$ cat config.mk
export PLATFORM = sky130hd
export DESIGN_NAME = uart_tx_arbiter
export DESIGN_NICKNAME = d
export VERILOG_FILES = /design/src/rtl/uart_tx_arbiter.sv
export SDC_FILE = /design/constraint.sdc
export NUM_CORES = 1
export LEC_CHECK = 0
export BUFFER_PORTS_ARGS = -buffer_cell sky130_fd_sc_hd__buf_2
export CORE_MARGIN = 2
export CORE_UTILIZATION = 56
export CTS_BUF_LIST = sky130_fd_sc_hd__clkbuf_8
export DETAILED_ROUTE_END_ITERATION = 7
export MAX_ROUTING_LAYER = met4
export PLACE_DENSITY = 0.94
export RECOVER_POWER = 25
export SYNTH_ARGS = -nofsm -noshare
export SYNTH_HDL_FRONTEND = slang
export SYNTH_SLANG_ARGS = --single-unit
$ cat constraint.sdc
create_clock -name clk -period 5.05 [get_ports clk]
set_clock_uncertainty 0.15 [all_clocks]
set_input_delay 0.2525 -clock clk [delete_from_list [all_inputs] [get_ports clk]]
set_output_delay 0.2525 -clock clk [all_outputs]
set_load 0.05 [all_outputs]
$ cat src/rtl/uart_tx_arbiter.sv
// Round-robin arbiter sharing one UART transmitter between two byte sources.
// Each byte runs through the begin/busy handshake, and START times out if busy never rises.
module uart_tx_arbiter #(
  parameter int START_TIMEOUT = 255,
  parameter int TW            = 8
) (
  input  logic         clk,
  input  logic         reset,
  input  logic         req0,
  input  logic [7:0]   data0,
  output logic         ack0,
  input  logic         req1,
  input  logic [7:0]   data1,
  output logic         ack1,
  output logic         uart_txbegin,
  output logic [7:0]   uart_txdata,
  input  logic         uart_txbusy,
  output logic [1:0]   grant,
  output logic         timeout_err,
  input  logic         err_clr
);

  typedef enum logic [1:0] {IDLE, START, BUSY, DONE} state_t;

  state_t        state, state_nx;
  logic [TW-1:0] cnt;
  logic          last;
  logic          take, pick, timeout_hit;

  // pick=1 selects requester 1; on a tie the one that was not served last wins
  always_comb begin
    take        = req0 | req1;
    pick        = req1 & (~req0 | ~last);
    timeout_hit = (state == START) && !uart_txbusy && (cnt == TW'(START_TIMEOUT - 1));
  end

  always_ff @(posedge clk) begin
    if (reset) state <= IDLE;
    else       state <= state_nx;
  end

  always_comb begin
    state_nx = state;
    case (state)
      IDLE:  if (take) state_nx = START;
      START: if (uart_txbusy) state_nx = BUSY;
             else if (timeout_hit) state_nx = DONE;
      BUSY:  if (!uart_txbusy) state_nx = DONE;
      DONE:  state_nx = IDLE;
      default: state_nx = IDLE;
    endcase
  end

  always_comb begin
    uart_txbegin = (state == START);
    ack0         = (state == DONE) & grant[0];
    ack1         = (state == DONE) & grant[1];
  end

  always_ff @(posedge clk) begin
    if (reset) begin
      uart_txdata <= '0;
      grant       <= '0;
      last        <= 1'b1;
      cnt         <= '0;
      timeout_err <= 1'b0;
    end else begin
      case (state)
        IDLE: if (take) begin
          uart_txdata <= pick ? data1 : data0;
          grant       <= pick ? 2'b10 : 2'b01;
          last        <= pick;
          cnt         <= '0;
        end
        START: if (!uart_txbusy) cnt <= cnt + 1'b1;
        DONE:  grant <= '0;
        default: ;
      endcase
      // a timeout in the same cycle as err_clr still leaves the flag set
      if (timeout_hit)  timeout_err <= 1'b1;
      else if (err_clr) timeout_err <= 1'b0;
    end
  end

endmodule

-- Word level (Yosys, flattened, before mapping)
Index checks and enable logic that the tools add are counted.
- flip-flop bits (word level): 22
- bits of input ports: 22
- output and inout port bits: 14
- logic and storage cells: 47
- add/subtract/negate cells: 1
- equal/unequal tests: 8
- muxes and demuxes: 14
- bitwise logic cells: 7
- reductions and logical operators: 11
- operators with widths (cell ; count):
    8-bit two-way mux ; 3
    8-bit one-hot mux with 2 select lines ; 1
    2-bit two-way mux ; 6
    8-bit by 1-bit adder with 8-bit output (second input constant) ; 1
    8-bit equality test (second input constant) ; 1
    2-bit one-hot mux with 4 select lines ; 1
    2-bit inequality test (second input constant) ; 3
    3-bit AND reduction ; 2
    2-bit nonzero test ; 3
    2-bit equality test (second input constant) ; 2
    2-bit one-hot mux with 2 select lines ; 1
    2-bit AND reduction ; 2
    1-bit bitwise AND ; 3
    3-bit by 1-bit inequality test with 1-bit output (second input constant) ; 1
    2-bit by 1-bit equality test with 1-bit output (second input constant) ; 1
    1-bit logical AND ; 2
    2-bit zero test ; 1
    1-bit two-way mux ; 2
    1-bit inverter ; 2
    1-bit OR ; 2
    1-bit zero test ; 1

-- Longest topological paths before layout
Gate-level depths: netlist (run 1).
- depth after elaboration: 6
- mapped depth: 8
- depth with buffers taken out: 6

-- Worst setup path after synthesis (run 1)
No wires, ideal clock.
- kind: register to register
- start: register state[1]
- end: register cnt[5]
- library setup time: 0.070 ns
- data arrival time: 1.970 ns
- data required time: 4.830 ns
- slack: 2.860 ns
- cell stages (with the launch flop): 8
- buffers on the path: 1
- period minus slack after synthesis: 2.190 ns
- cell sequence: dfxtp_1 inv_1 ha_1 nor2b_1 buf_6 o21ai_4 or4_1 a21oi_1
- word-level cells in the longest chain between the ends: 3
- elaborated cells between the ends (all ways): 7
- those cells by class: 3 x eq/ne; 1 x mux; 3 x reduce/logical
- ends and longest elaborated chain (item ; line ; text):
    from (decl) ; 25 ; state_t state, state_nx;
    from (signal assigned) ; 39 ; else state <= state_nx;
    2-bit by 1-bit equality test with 1-bit output (*) ; - ;
    net uart_txbegin ; 15 ; output logic uart_txbegin,
    2-bit inequality test (no line) or 2-bit nonzero test (tied branches) ; - ;
    3-bit AND reduction (no line) ; - ;
    to (signal assigned) ; 75 ; START: if (!uart_txbusy) cnt <= cnt + 1'b1;
    to (decl) ; 26 ; logic [TW-1:0] cnt;
Mark *: on every way through the listed nets, which the timed path passes. The rest lies on a longest branch.
A chain may end at the register's enable or synchronous reset.

-- Final worst setup path (run 1)
- start: register state[1]
- end: register cnt[5]
- word-level cells in the longest chain between the ends: 3
- elaborated cells between the ends (all ways): 7
- those cells by class: 3 x eq/ne; 1 x mux; 3 x reduce/logical
- ends and longest elaborated chain (item ; line ; text):
    2-bit by 1-bit equality test with 1-bit output or 2-bit zero test (tied branches) ; 68 ; case (state)
    2-bit inequality test (no line) or 2-bit nonzero test (tied branches) ; - ;
    3-bit AND reduction (no line) ; - ;
Several ways; a longest one is shown, not always the timed one.

==> flow_summary.toml, run 1 <==
[outcome]
status = "complete, no violations"

[global_routing]
track_usage_pct = 23.2
grt_max_degree = 19
globalRouteOverflowTotal = 0
antenna_found_initial = 0
grt_pass1_vias = 1051
grt_pass1_wl_mm = 4.37

[finish]
layoutNonFillerInstCount = 188
multi_input_area_um2 = 658
final_core_util_pct = 69.5
syn_to_final_growth_pct = 16.8
nFillCells = 164
final_layout_size_suffix_gt1_share_pct = 20.5
regArea_um2 = 440
num_antenna_cells = 0
nets = 192

[timing]
finalHoldViolCount = 0
relSlewSlack_pct = 59.7
max_freq_mhz = 439
slew_violations = 0
post-route-period-util_pct = 45.1
tns_ns = 0
period_minus_slack_ns = 2.28
setup_viol = 0
tightest_slew_ns = 0.607
rsz0062_at_grt = "false"

[routing]
viasPerCell = 5.86
wl_per_cell_um = 14.0
ant_nets = 0
drt_iter0_drc = 20
firstDrtPassIters = 4
drt_wl_total_mm = 2.63
post-route-drc-count = 0
vias = 1101

[clocking]
cts-hold-fix-buffers = 0
ctsResizeCount = 0
cts_sinks = 22
ctsRootBufferMaster = "clkbuf_8"
cts_inserted_buffers = 3
clk_pin_slew_worst_paths_ns = 0.08
post-cts-setup-buffers = 0
clk_latency_ns = 0.27
cts_tree = "built"
cts_buffer_depth = 2
htreeDepth = 1

[hold_path]
min_path_type = "in2reg"

[logic_synthesis]
yosysTopAreaCellShare_pct = 37.7
yosysMostFrequentCell = "dfxtp_1"
yosysWarningCount = 0
ys_top_cells_by_count = "dfxtp_1 (22), nor2_1 (14), a21oi_1 (8), mux2i_1 (8), nand2_1 (8)"
synth_area_leaders = "dfxtp_1 (38%), ha_1 (7.5%), mux2i_1 (6.9%)"
synth.avg_cell_area_um2 = 9.05
synth_cells = 129
yosys_most_used_dff = "dfxtp_1"
synth_edf_count = 0
yosysSeqAreaShare_pct = 37.7
async_flop_share_pct = 0
syn-cell-area_um2 = 1170
synth_nets = 158
yosysUniqueCellTypes = 37
yosys.area.top_type = "dfxtp_1"
yosys_register_bits = 22

[setup_path]
slowest_delay_ns = 0.52
critPathMaxFanout = 7
crit_slowest_cell = "nor2b_1"
reg2reg_slack_ns = 2.77
crit_chain = "inv_1, ha_1, nor2b_1, o21ai_4, or4_1, a21oi_1"
crit_type = "reg2reg"
worstPathRequired_ns = 5.10
worstSetupEndpointType = "register"
cp-start-kind = "register"
cp.arrival_ns = 2.33

[run]
maxCapViolations = 0

[place]
place_inst = 185
gp_congestion = 0.830
hpwl_mm = 2.00
port_buffers = 35

[floorplanning]
die_x_um = 49.7
rows = 16
die_h_um = 49.7
core_area_um2 = 1960
start_util_pct = 59.5
boundaryPins = 36
die_area_um2 = 2470

[power]
p_leak_uw = 0.000555
irDropWorstVdd_v = 0.000389
powerDensity_nw_per_um2 = 546
power_uw = 744
[state kept, by name (all words and copies together) (netlist names)]
register / cells
state: 2
timeout_err: 1
uart_txdata: 8
cnt: 8
grant: 2
last: 1
[through the flow]
stage	setup slack [ns]	cell area (um2)	hold slack [ns]
3_3_place_gp	2.98	1330	0.310
3_5_place_dp	2.83	1330	0.319
4_1_cts	2.79	1380	0.0814
5_1_grt	2.68	1360	0.108
6_report	2.77	1360	0.0808
2_1_floorplan	2.86	1170	0.243
[cell families (layout without fill, tap and decap cells)]
| logic type | after synthesis | after routing | share of synthesized area, % |
|---|---|---|---|
| XOR/XNOR | 3 | 3 | 2.25 |
| AO/OA/AOI/OAI | 34 | 34 | 20.9 |
| adder cells (fa/ha/maj) | 7 | 7 | 7.50 |
| AND/OR/NAND/NOR | 43 | 43 | 18.9 |
| flip-flops | 22 | 22 | 37.7 |
| buffers and inverters | 12 | 44 | 5.89 |
| multiplexers | 8 | 8 | 6.86 |
[power by group]
part           internal (uW)  switching [uW]  total [uW]
Clock                   53.4            57.3         111
Combinational            111             282         393
Sequential               212            28.1         240
Total                    377             367         744
[metal layers]
metal | wire length [um] | vias up | GRT usage, %
met4 | 91 | 0 | 12.5
met1 | 1090 | 521 | 25.0
met2 | 1330 | 40 | 40.4
met5 | 0 | - | -
met3 | 121 | 11 | 3.94
li1 | - | 529 | -
[final timing paths]
check / start / to / cells past startpoint
worst max-delay path: state[1] / cnt[5] / 6
worst min register to register: cnt[5] / cnt[5] / 2
worst max register to register: state[1] / cnt[5] / 6
worst min-delay path: data0[7] / uart_txdata[7] / 3
[critical path: cells and delay by family, from the launching register on]
kind            cells  cell delay (ns)
fa+ha+maj           1             0.25
flops               1             0.36
compound gates      2             0.31
simple gates        2             1.04
buf+inv             1             0.11
[area by class of cell]
class | count | share of cell area, %
inverter | 5 | 1.38
timing repair buffer | 36 | 12.6
tap | 27 | 2.48
multi-input combinational | 95 | 48.3
clock buffer | 3 | 3.03
sequential | 22 | 32.3
[layout by cell type, fill, tap and decap left out, types with 5 or more instances in the layout]
master / n
nor2_1: 14
dfxtp_1: 22
a21oi_1: 8
clkbuf_1: 9
a211oi_1: 7
mux2i_1: 8
ha_1: 7
inv_1: 5
nand2_1: 8
buf_2: 26
No activity file was read; power rests on OpenSTA's default activity.
==> run 2, diff against run 1 <==
Settings changed: CORE_UTILIZATION 56 to 47, PLACE_DENSITY 0.94 to 0.85.
Clock period 5.05 ns to 2.09 ns, I/O delays scaled along.
==> run 2 against run 1 <==
Against the previous run:
- utilization down 8.6 points
- wire length rose by 2.5%
- sequential share of layout area shrank 2.1 points
- sequential power increased by 150%
- clock-buffer cell count is the same
- final cell count up 5.9%
- flip-flop and latch count stayed put
- fmax up 12%
- register-to-register slack worse by 2.7 ns
- setup slack lost 2.7 ns
- critical path depth up 1
- cell area is 7.7% higher
==> flow_summary.toml, run 2 (synthesis gave the netlist of run 1 again) <==
[outcome]
status = "complete, no violations"

[routing]
firstDrtPassIters = 4
drt_iter0_drc = 25
vias = 1080
drt_wl_total_mm = 2.69
ant_nets = 0
viasPerCell = 5.43
wl_per_cell_um = 13.5
post-route-drc-count = 0

[timing]
relSlewSlack_pct = 59.8
max_freq_mhz = 493
finalHoldViolCount = 0
whs_ns = 0.00814
period_minus_slack_ns = 2.03
fin_ws_ns = 0.0630
slew_violations = 0
tightest_slew_ns = 0.606
setup_viol = 0
post-route-period-util_pct = 97.0

[clocking]
cts_inserted_buffers = 3
post-cts-setup-buffers = 0
ctsRootBufferMaster = "clkbuf_8"
htreeDepth = 1
cts_tree = "built"
clk_latency_ns = 0.27
cts_sinks = 22
clk_pin_slew_worst_paths_ns = 0.08
cts_buffer_depth = 2

[global_routing]
track_usage_pct = 20.4
globalRouteOverflowTotal = 0
antenna_found_initial = 0
grt_pass1_wl_mm = 4.22
grt_max_degree = 19
grt_pass1_vias = 994

[place]
port_buffers = 35
place_inst = 192
gp_congestion = 0.906
place_ws_ns = 0.0951
hpwl_mm = 1.90

[setup_path]
cp.arrival_ns = 2.04
cp-start-kind = "register"
crit_slowest_cell = "dlygate4sd3_1"
crit_family = "buffers and inverters"
crit_chain = "inv_2, ha_2, buf_4, o21ai_1, a32oi_1, a21oi_2, dlygate4sd3_1"
r2r-end = "uart_txdata[7]"
worstPathRequired_ns = 2.10
r2r_start = "state[0]"
worstSetupEndpointType = "register"
rr_worst_depth = 7
critPathMaxFanout = 7
crit_type = "reg2reg"
path_buf_inv = 3
slowest_delay_ns = 0.56
reg2reg_slack_ns = 0.06

[hold_path]
whs_endpoint = "timeout_err"
hold_start = "uart_txbusy"
holdPathStages = 3
min_path_type = "in2reg"

[finish]
num_antenna_cells = 0
nets = 199
syn_to_final_growth_pct = 25.8
final_core_util_pct = 61.0
layout_common_cells = "buf_2 (26), dfxtp_1 (20), nor2_1 (14)"
final_layout_size_suffix_gt1_share_pct = 26.6
layoutNonFillerInstCount = 199
final_common_cell = "buf_2"
top_regs = "cnt (8), uart_txdata (8)"

[power]
irDropWorstVdd_v = 0.00121
p_leak_uw = 0.000600
powerDensity_nw_per_um2 = 1370

[floorplanning]
die_h_um = 53.8
die_x_um = 53.8
rows = 18
core_area_um2 = 2410
boundaryPins = 36
die_area_um2 = 2900
start_util_pct = 48.4

[run]
maxCapViolations = 0
[run 2: cell count changes in the layout (fill, tap and decap cells not counted), sizes merged]
cell         previous run  this run
bufinv                  0         1
buf                    27        31
dlygate4sd3             0         3
[run 2: area by class of cell]
| cell class | instances | area, um2 |
|---|---|---|
| clock inverter | 1 | 30.0 |
| sequential | 22 | 443 |
| clock buffer | 3 | 41.3 |
| multi-input combinational | 95 | 667 |
| inverter | 5 | 18.8 |
| tap | 30 | 37.5 |
| timing repair buffer | 43 | 231 |
| fill | 199 | 941 |
[run 2: how the worst max path moves through the flow]
stage / from / to / slack [ns] / cells past startpoint
3_5_place_dp: state[0] / cnt[7] / 0.1 / 6
4_1_cts: state[0] / uart_txdata[7] / 0.04 / 8
2_1_floorplan: state[1] / cnt[7] / 0.06 / 7
3_3_place_gp: state[0] / cnt[5] / 0.21 / 6
6_report: state[0] / uart_txdata[7] / 0.06 / 7
5_1_grt: state[0] / uart_txdata[7] / -0.03 / 7
[run 2: metrics by stage]
step	power, uW	setup TNS, ns	instance area, um2
finish	2010	0	1470
global route	2120	-0.0328	1470
CTS	1990	0	1470
detailed placement	1570	0	1370
global placement	1520	0	1370
floorplan	1370	0	1170
[run 2: timing repair]
action                                  in CTS  in global routing
endpoints found under the hold margin        2                  0
resized for setup                            0                  7
endpoints found under the setup margin       0                  2
hold buffers                                 3                  0
[run 2: report_power, final]
group	switching [uW]	internal [uW]	leakage (uW)	total (uW)
logic	689	327	0.000384	1020
clock network	148	256	0.0000357	404
registers	70.8	517	0.000181	588
total	907	1100	0.000600	2010
[run 2: per-layer routing]
metal	global-route usage, %	routed length, um
met5	-	0
met4	9.40	51
met3	2.50	140
met2	33.1	1270
met1	25.1	1230
[run 2: worst reg2reg max path, cell delays in order (launching register included)]
cell           delay [ns]
dfxtp_2              0.35
inv_2                0.09
ha_2                 0.20
buf_4                0.15
o21ai_1              0.09
a32oi_1              0.24
a21oi_2              0.09
dlygate4sd3_1        0.56
